===== src/rtl/rom_toggle_arbiter.sv =====
// Purpose: shares one toggle-handshake ROM/SDRAM read port among NUM_CH fetch
//          clients; fixed priority (ch0 highest) with aging so a client that
//          keeps losing is promoted after STARVE_LIMIT lost arbitrations.
// Latency: mem_req toggles 1 clk after a request becomes pending; ch_ack and
//          ch_data update on the edge that sees mem_ack==mem_req.
// Backpressure: one transaction in flight; clients stay pending (req^ack) until
//          served, and nothing issues while the memory side's ack mismatches req.
//
// Ports:
//   clk, reset       system clock, synchronous active-high reset
//   ch_addr          packed per-channel addresses, channel i at [i*ADDR_W +: ADDR_W]
//   ch_req, ch_ack   per-channel toggle request / acknowledge
//   ch_data          data of the most recently completed transaction
//   mem_addr, mem_req, mem_ack, mem_data   toggle-handshake memory port
//   busy             high while a memory transaction is outstanding
//   grant_ch         channel being (or last) served
module rom_toggle_arbiter #(
  parameter int NUM_CH       = 4,
  parameter int ADDR_W       = 21,
  parameter int DATA_W       = 32,
  parameter int STARVE_LIMIT = 8,
  localparam int CH_W        = $clog2(NUM_CH)
) (
  input  logic                     clk,
  input  logic                     reset,
  input  logic [NUM_CH*ADDR_W-1:0] ch_addr,
  input  logic [NUM_CH-1:0]        ch_req,
  output logic [NUM_CH-1:0]        ch_ack,
  output logic [DATA_W-1:0]        ch_data,
  output logic [ADDR_W-1:0]        mem_addr,
  output logic                     mem_req,
  input  logic                     mem_ack,
  input  logic [DATA_W-1:0]        mem_data,
  output logic                     busy,
  output logic [CH_W-1:0]          grant_ch
);

  typedef enum logic {
    IDLE = 1'b0,
    WAIT = 1'b1
  } state_t;

  state_t              state_q;
  state_t              state_d;
  logic [NUM_CH-1:0]   pending;
  logic [3:0]          age [NUM_CH];
  logic                sel_req;

  logic [CH_W-1:0]     win;
  logic [CH_W-1:0]     win_plain;
  logic [CH_W-1:0]     win_starved;
  logic                have_starved;
  logic [ADDR_W-1:0]   win_addr;
  logic                win_req;
  logic                mem_idle;
  logic                issue;
  logic                done;

  assign pending  = ch_req ^ ch_ack;
  assign mem_idle = (mem_ack == mem_req);

  // Winner selection: scanning from the top down leaves the lowest index in
  // each candidate, so a starved channel only beats lower-index pending ones.
  always_comb begin
    win_plain    = '0;
    win_starved  = '0;
    have_starved = 1'b0;
    for (int i = NUM_CH - 1; i >= 0; i--) begin
      if (pending[i]) begin
        win_plain = CH_W'(i);
        if (age[i] >= 4'(STARVE_LIMIT)) begin
          win_starved  = CH_W'(i);
          have_starved = 1'b1;
        end
      end
    end
    win = have_starved ? win_starved : win_plain;
  end

  // Address and request level of the winner, muxed with constant slices.
  always_comb begin
    win_addr = '0;
    win_req  = 1'b0;
    for (int i = 0; i < NUM_CH; i++) begin
      if (CH_W'(i) == win) begin
        win_addr = ch_addr[i*ADDR_W +: ADDR_W];
        win_req  = ch_req[i];
      end
    end
  end

  // Next-state logic. A mismatched mem_ack in IDLE means the memory side is
  // still finishing something we no longer own (e.g. it came out of reset
  // late), so issuing is held off until it settles.
  always_comb begin
    state_d = state_q;
    issue   = 1'b0;
    done    = 1'b0;
    case (state_q)
      IDLE: begin
        if ((|pending) && mem_idle) begin
          issue   = 1'b1;
          state_d = WAIT;
        end
      end
      WAIT: begin
        if (mem_idle) begin
          done    = 1'b1;
          state_d = IDLE;
        end
      end
      default: state_d = IDLE;
    endcase
  end

  always_ff @(posedge clk) begin
    if (reset) begin
      state_q <= IDLE;
    end else begin
      state_q <= state_d;
    end
  end

  // Datapath. ch_ack is restored from the latched request level rather than
  // toggled, so a client that re-toggles while pending stays pending and is
  // served again later.
  always_ff @(posedge clk) begin
    if (reset) begin
      mem_req  <= 1'b0;
      mem_addr <= '0;
      ch_ack   <= '0;
      ch_data  <= '0;
      busy     <= 1'b0;
      grant_ch <= '0;
      sel_req  <= 1'b0;
      for (int i = 0; i < NUM_CH; i++) begin
        age[i] <= '0;
      end
    end else begin
      if (issue) begin
        mem_addr <= win_addr;
        mem_req  <= ~mem_req;
        sel_req  <= win_req;
        grant_ch <= win;
        busy     <= 1'b1;
        for (int i = 0; i < NUM_CH; i++) begin
          if (CH_W'(i) == win) begin
            age[i] <= '0;
          end else if (pending[i]) begin
            age[i] <= (age[i] == 4'hF) ? age[i] : age[i] + 4'd1;
          end else begin
            age[i] <= '0;
          end
        end
      end
      if (done) begin
        ch_data          <= mem_data;
        ch_ack[grant_ch] <= sel_req;
        busy             <= 1'b0;
      end
    end
  end

endmodule

===== config.mk =====
export PLATFORM = sky130hd
export DESIGN_NAME = rom_toggle_arbiter
export DESIGN_NICKNAME = d
export VERILOG_FILES = /design/src/rtl/rom_toggle_arbiter.sv
export SDC_FILE = /design/constraint.sdc
export NUM_CORES = 1
export LEC_CHECK = 0
export CAP_MARGIN = 20
export CORE_ASPECT_RATIO = 0.75
export CORE_MARGIN = 5
export CORE_UTILIZATION = 35
export DETAILED_ROUTE_END_ITERATION = 7
export GPL_ROUTABILITY_DRIVEN = 0
export PLACE_DENSITY_LB_ADDON = 0.05
export SETUP_SLACK_MARGIN = 0.02
export SLEW_MARGIN = 20
export SYNTH_ARGS = -nofsm -noshare
export SYNTH_HDL_FRONTEND = slang
export SYNTH_SLANG_ARGS = --single-unit

===== constraint.sdc =====
create_clock -name clk -period 3.1 [get_ports clk]
set_input_delay 0.775 -clock clk [delete_from_list [all_inputs] [get_ports clk]]
set_output_delay 0.775 -clock clk [all_outputs]
set_load 0.1 [all_outputs]

==> impl_metrics.py <==
metrics = {
    "detailed_routing": {
        "num_vias": 3715,
        "drt-initial-drc-count": 250,
        "ant_nets": 0,
        "dr.pass1.iters": 4,
        "drc_errors": 0,
        "wl_per_cell_um": 16.9,
        "wl_mm": 12.5,
        "via_per_inst": 5.02,
    },
    "clock_tree": {
        "holdBufCountCts": 0,
        "worstSkewPairLatency_ps": 330,
        "ctsHtreeMaxLevel": 3,
        "cts_num_sinks": 79,
        "numCtsBuffers": 9,
        "cts_tree": "done",
        "clockBufferDepth": 2,
        "cts_resized": 0,
        "clkTransAtPathRegs_ps": 60,
        "cts_root_buf": "clkbuf_16",
        "post_cts_buffers": 0,
    },
    "timing": {
        "drv_slew": 0,
        "min_period_over_period": 0.879,
        "max_freq_ghz": 0.367,
        "worst_pin_slew_ps": 437,
        "max_slew_margin": 0.708,
        "setup_ws_ps": 374,
        "layout_min_cycle_time_ps": 2730,
        "fin_tns_setup_ps": 0,
        "setup_violations": 0,
        "finalHoldViolCount": 0,
        "fin_skew_ps": 4.01,
        "rsz0062_at_grt": "false",
    },
    "min_path": {
        "hold_class": "reg2reg",
    },
    "pwr": {
        "max-vdd-ir-drop_uv": 349,
        "p_total_uw": 5310,
        "p_seq_frac": 0.286,
        "leakage_uw": 0.00240,
        "internal-power_uw": 2680,
        "switching_share": 0.496,
        "pwr-share-clk": 0.177,
        "p_per_area_nw_per_um2": 891,
        "p_comb_frac": 0.536,
        "p_sw_uw": 2640,
    },
    "synth": {
        "synth_area_leader_cell": "dfxtp_1",
        "yosysSeqAreaShare": 0.466,
        "ys_types": 43,
        "syn_avg_cell_area_um2": 9.35,
        "yosys_warnings": 0,
        "synthesis.area_um2": 3740,
        "yosysTopAreaCellShare": 0.337,
        "ys_ff_latch": 79,
        "post_synth_inst_count": 400,
        "synth.area.top_cells": "dfxtp_1 (34%), edfxtp_1 (13%), nand2_1 (7.4%), mux2i_1 (6.7%), a21oi_1 (4.6%)",
        "syn_nets": 531,
    },
    "setup_path": {
        "crit_fanout": 5,
        "start_kind": "primary input",
        "crit_buf_inv": 1,
        "cp.arrival_ps": 2950,
        "slowest_delay_ps": 540,
        "path_class": "in2reg",
        "path_cells": "clkdlybuf4s50_1, xor2_1, nand2_1, a21oi_1, o21a_1, mux4_2, a22o_1",
        "crit_required_ps": 3330,
        "cp_slowest_cell": "mux4_2",
        "crit_path_end_kind": "flip-flop",
        "critPathTopFamily": "compound AO/OA/AOI/OAI gates",
    },
    "die": {
        "die_w_um": 129,
        "start_util": 0.361,
        "die_h_um": 99.5,
        "die_area_um2": 12900,
        "fp.coreArea_um2": 10400,
        "rows": 32,
        "io_pins": 184,
    },
    "global_route": {
        "grt_overflow": 0,
        "grt_pass1_vias": 3669,
        "gr-usage-all-layers": 0.188,
        "grt_max_degree": 40,
        "grt_pass1_wl_mm": 19.0,
        "antenna_found_initial": 0,
    },
    "cells_and_area": {
        "postLayoutCoreUtil": 0.575,
        "drive_gt1_frac": 0.192,
        "area_delta_synth_final_pct": 59.5,
        "layoutNonFillerInstCount": 740,
        "antenna_cells": 0,
        "final_nets": 730,
    },
    "place": {
        "io_buffers": 183,
        "dp_cells": 724,
        "dp_hpwl_mm": 9.59,
        "pre_cts_ws_ps": 52.0,
    },
    "run": {
        "drv_cap": 0,
    },
    "outcome": {
        "status": "complete, no violations",
    },
}
## power by group through the flow
stage | logic (µW) | registers (µW) | clock network, µW
3_3_place_gp | 2850 | 1530 | 0
6_report | 2850 | 1520 | 942
5_1_grt | 3000 | 1560 | 1020
2_1_floorplan | 749 | 2850 | 0
3_5_place_dp | 2860 | 1540 | 0
4_1_cts | 2870 | 1520 | 977
## state kept, by name, summed over array words and instances (netlist names)
signal,flops
ch_data,32
sel_req,1
grant_ch,2
ch_ack,4
state_q,1
mem_req,1
busy,1
age,16
mem_addr,21
## synthesized netlist by cell type (all sizes together)
| cell type | n |
|---|---|
| a211oi | 4 |
| o31ai | 1 |
| edfxtp | 16 |
| nand3 | 6 |
| nor3 | 3 |
| a21oi | 35 |
| and2 | 6 |
| o21a | 2 |
| nand4 | 4 |
| o2111ai | 1 |
| buf | 11 |
| a22oi | 17 |
| clkbuf | 12 |
| nand2 | 74 |
| o211a | 1 |
| o211ai | 5 |
| a2bb2oi | 16 |
| inv | 11 |
| or2 | 1 |
| a221o | 1 |
| a41oi | 3 |
| a21boi | 1 |
| ha | 8 |
| xor2 | 9 |
| mux2i | 25 |
| nor4 | 1 |
| dfxtp | 63 |
| nor2 | 24 |
| xnor2 | 8 |
| a22o | 3 |
| o21ai | 22 |
| a32oi | 4 |
| mux4 | 1 |
| a21o | 1 |
## worst paths after layout
path,startpoint,end,slack (ps),depth (start not counted)
max,ch_req[3],mem_addr[6],370,7
min,ch_data[28],ch_data[28],450,2
max reg2reg,ch_ack[1],mem_addr[6],880,6
min reg2reg,ch_data[28],ch_data[28],450,2
## metrics by stage
step | instance area (µm²) | hold WS, ps
2_1_floorplan | 3740 | 493
3_3_place_gp | 5700 | 443
3_5_place_dp | 5700 | 449
4_1_cts | 5960 | 457
5_1_grt | 5960 | 476
6_report | 5960 | 454
## final cells by class
cell class	count	area (µm²)
fillers	939	4410
multi-input cells	287	1840
well taps	136	170
repair buffers	211	1910
clock buffers	12	236
inverters	11	41.3
flip-flops and latches	79	1740
clock inverters	4	23.8
## routing by layer
layer / GRT usage / routed length, µm
met5: 0 / 0
met4: 0.0581 / 198
met3: 0.0811 / 1390
met2: 0.289 / 5440
met1: 0.239 / 5470
## worst min-delay path, stage by stage, from the launching register on
cell	delay (ps)
dfxtp_1	310
nand2_1	50
a21oi_1	50
## cell families (layout without fill, tap and decap cells)
family | after synthesis | after routing | synth area share
flops | 79 | 79 | 0.466
simple gates | 119 | 119 | 0.133
fa+ha+maj | 8 | 8 | 0.0268
buf+inv | 34 | 238 | 0.0448
mux | 26 | 26 | 0.0729
compound gates | 117 | 117 | 0.213
xor+xnor | 17 | 17 | 0.0438
## layout by cell type (no fill, tap or decap), types with 6 or more instances in the layout
cell / n
xor2_1: 7
a2bb2oi_1: 16
nand2_1: 74
edfxtp_1: 16
dfxtp_1: 63
ha_1: 8
nand3_1: 6
o21ai_0: 20
a22oi_1: 17
inv_1: 11
buf_4: 87
nor2_1: 22
mux2i_1: 25
xnor2_1: 8
clkdlybuf4s50_1: 122
a21oi_1: 33
and2_1: 6
clkbuf_16: 9
No activity file was read; power rests on OpenSTA's default activity.
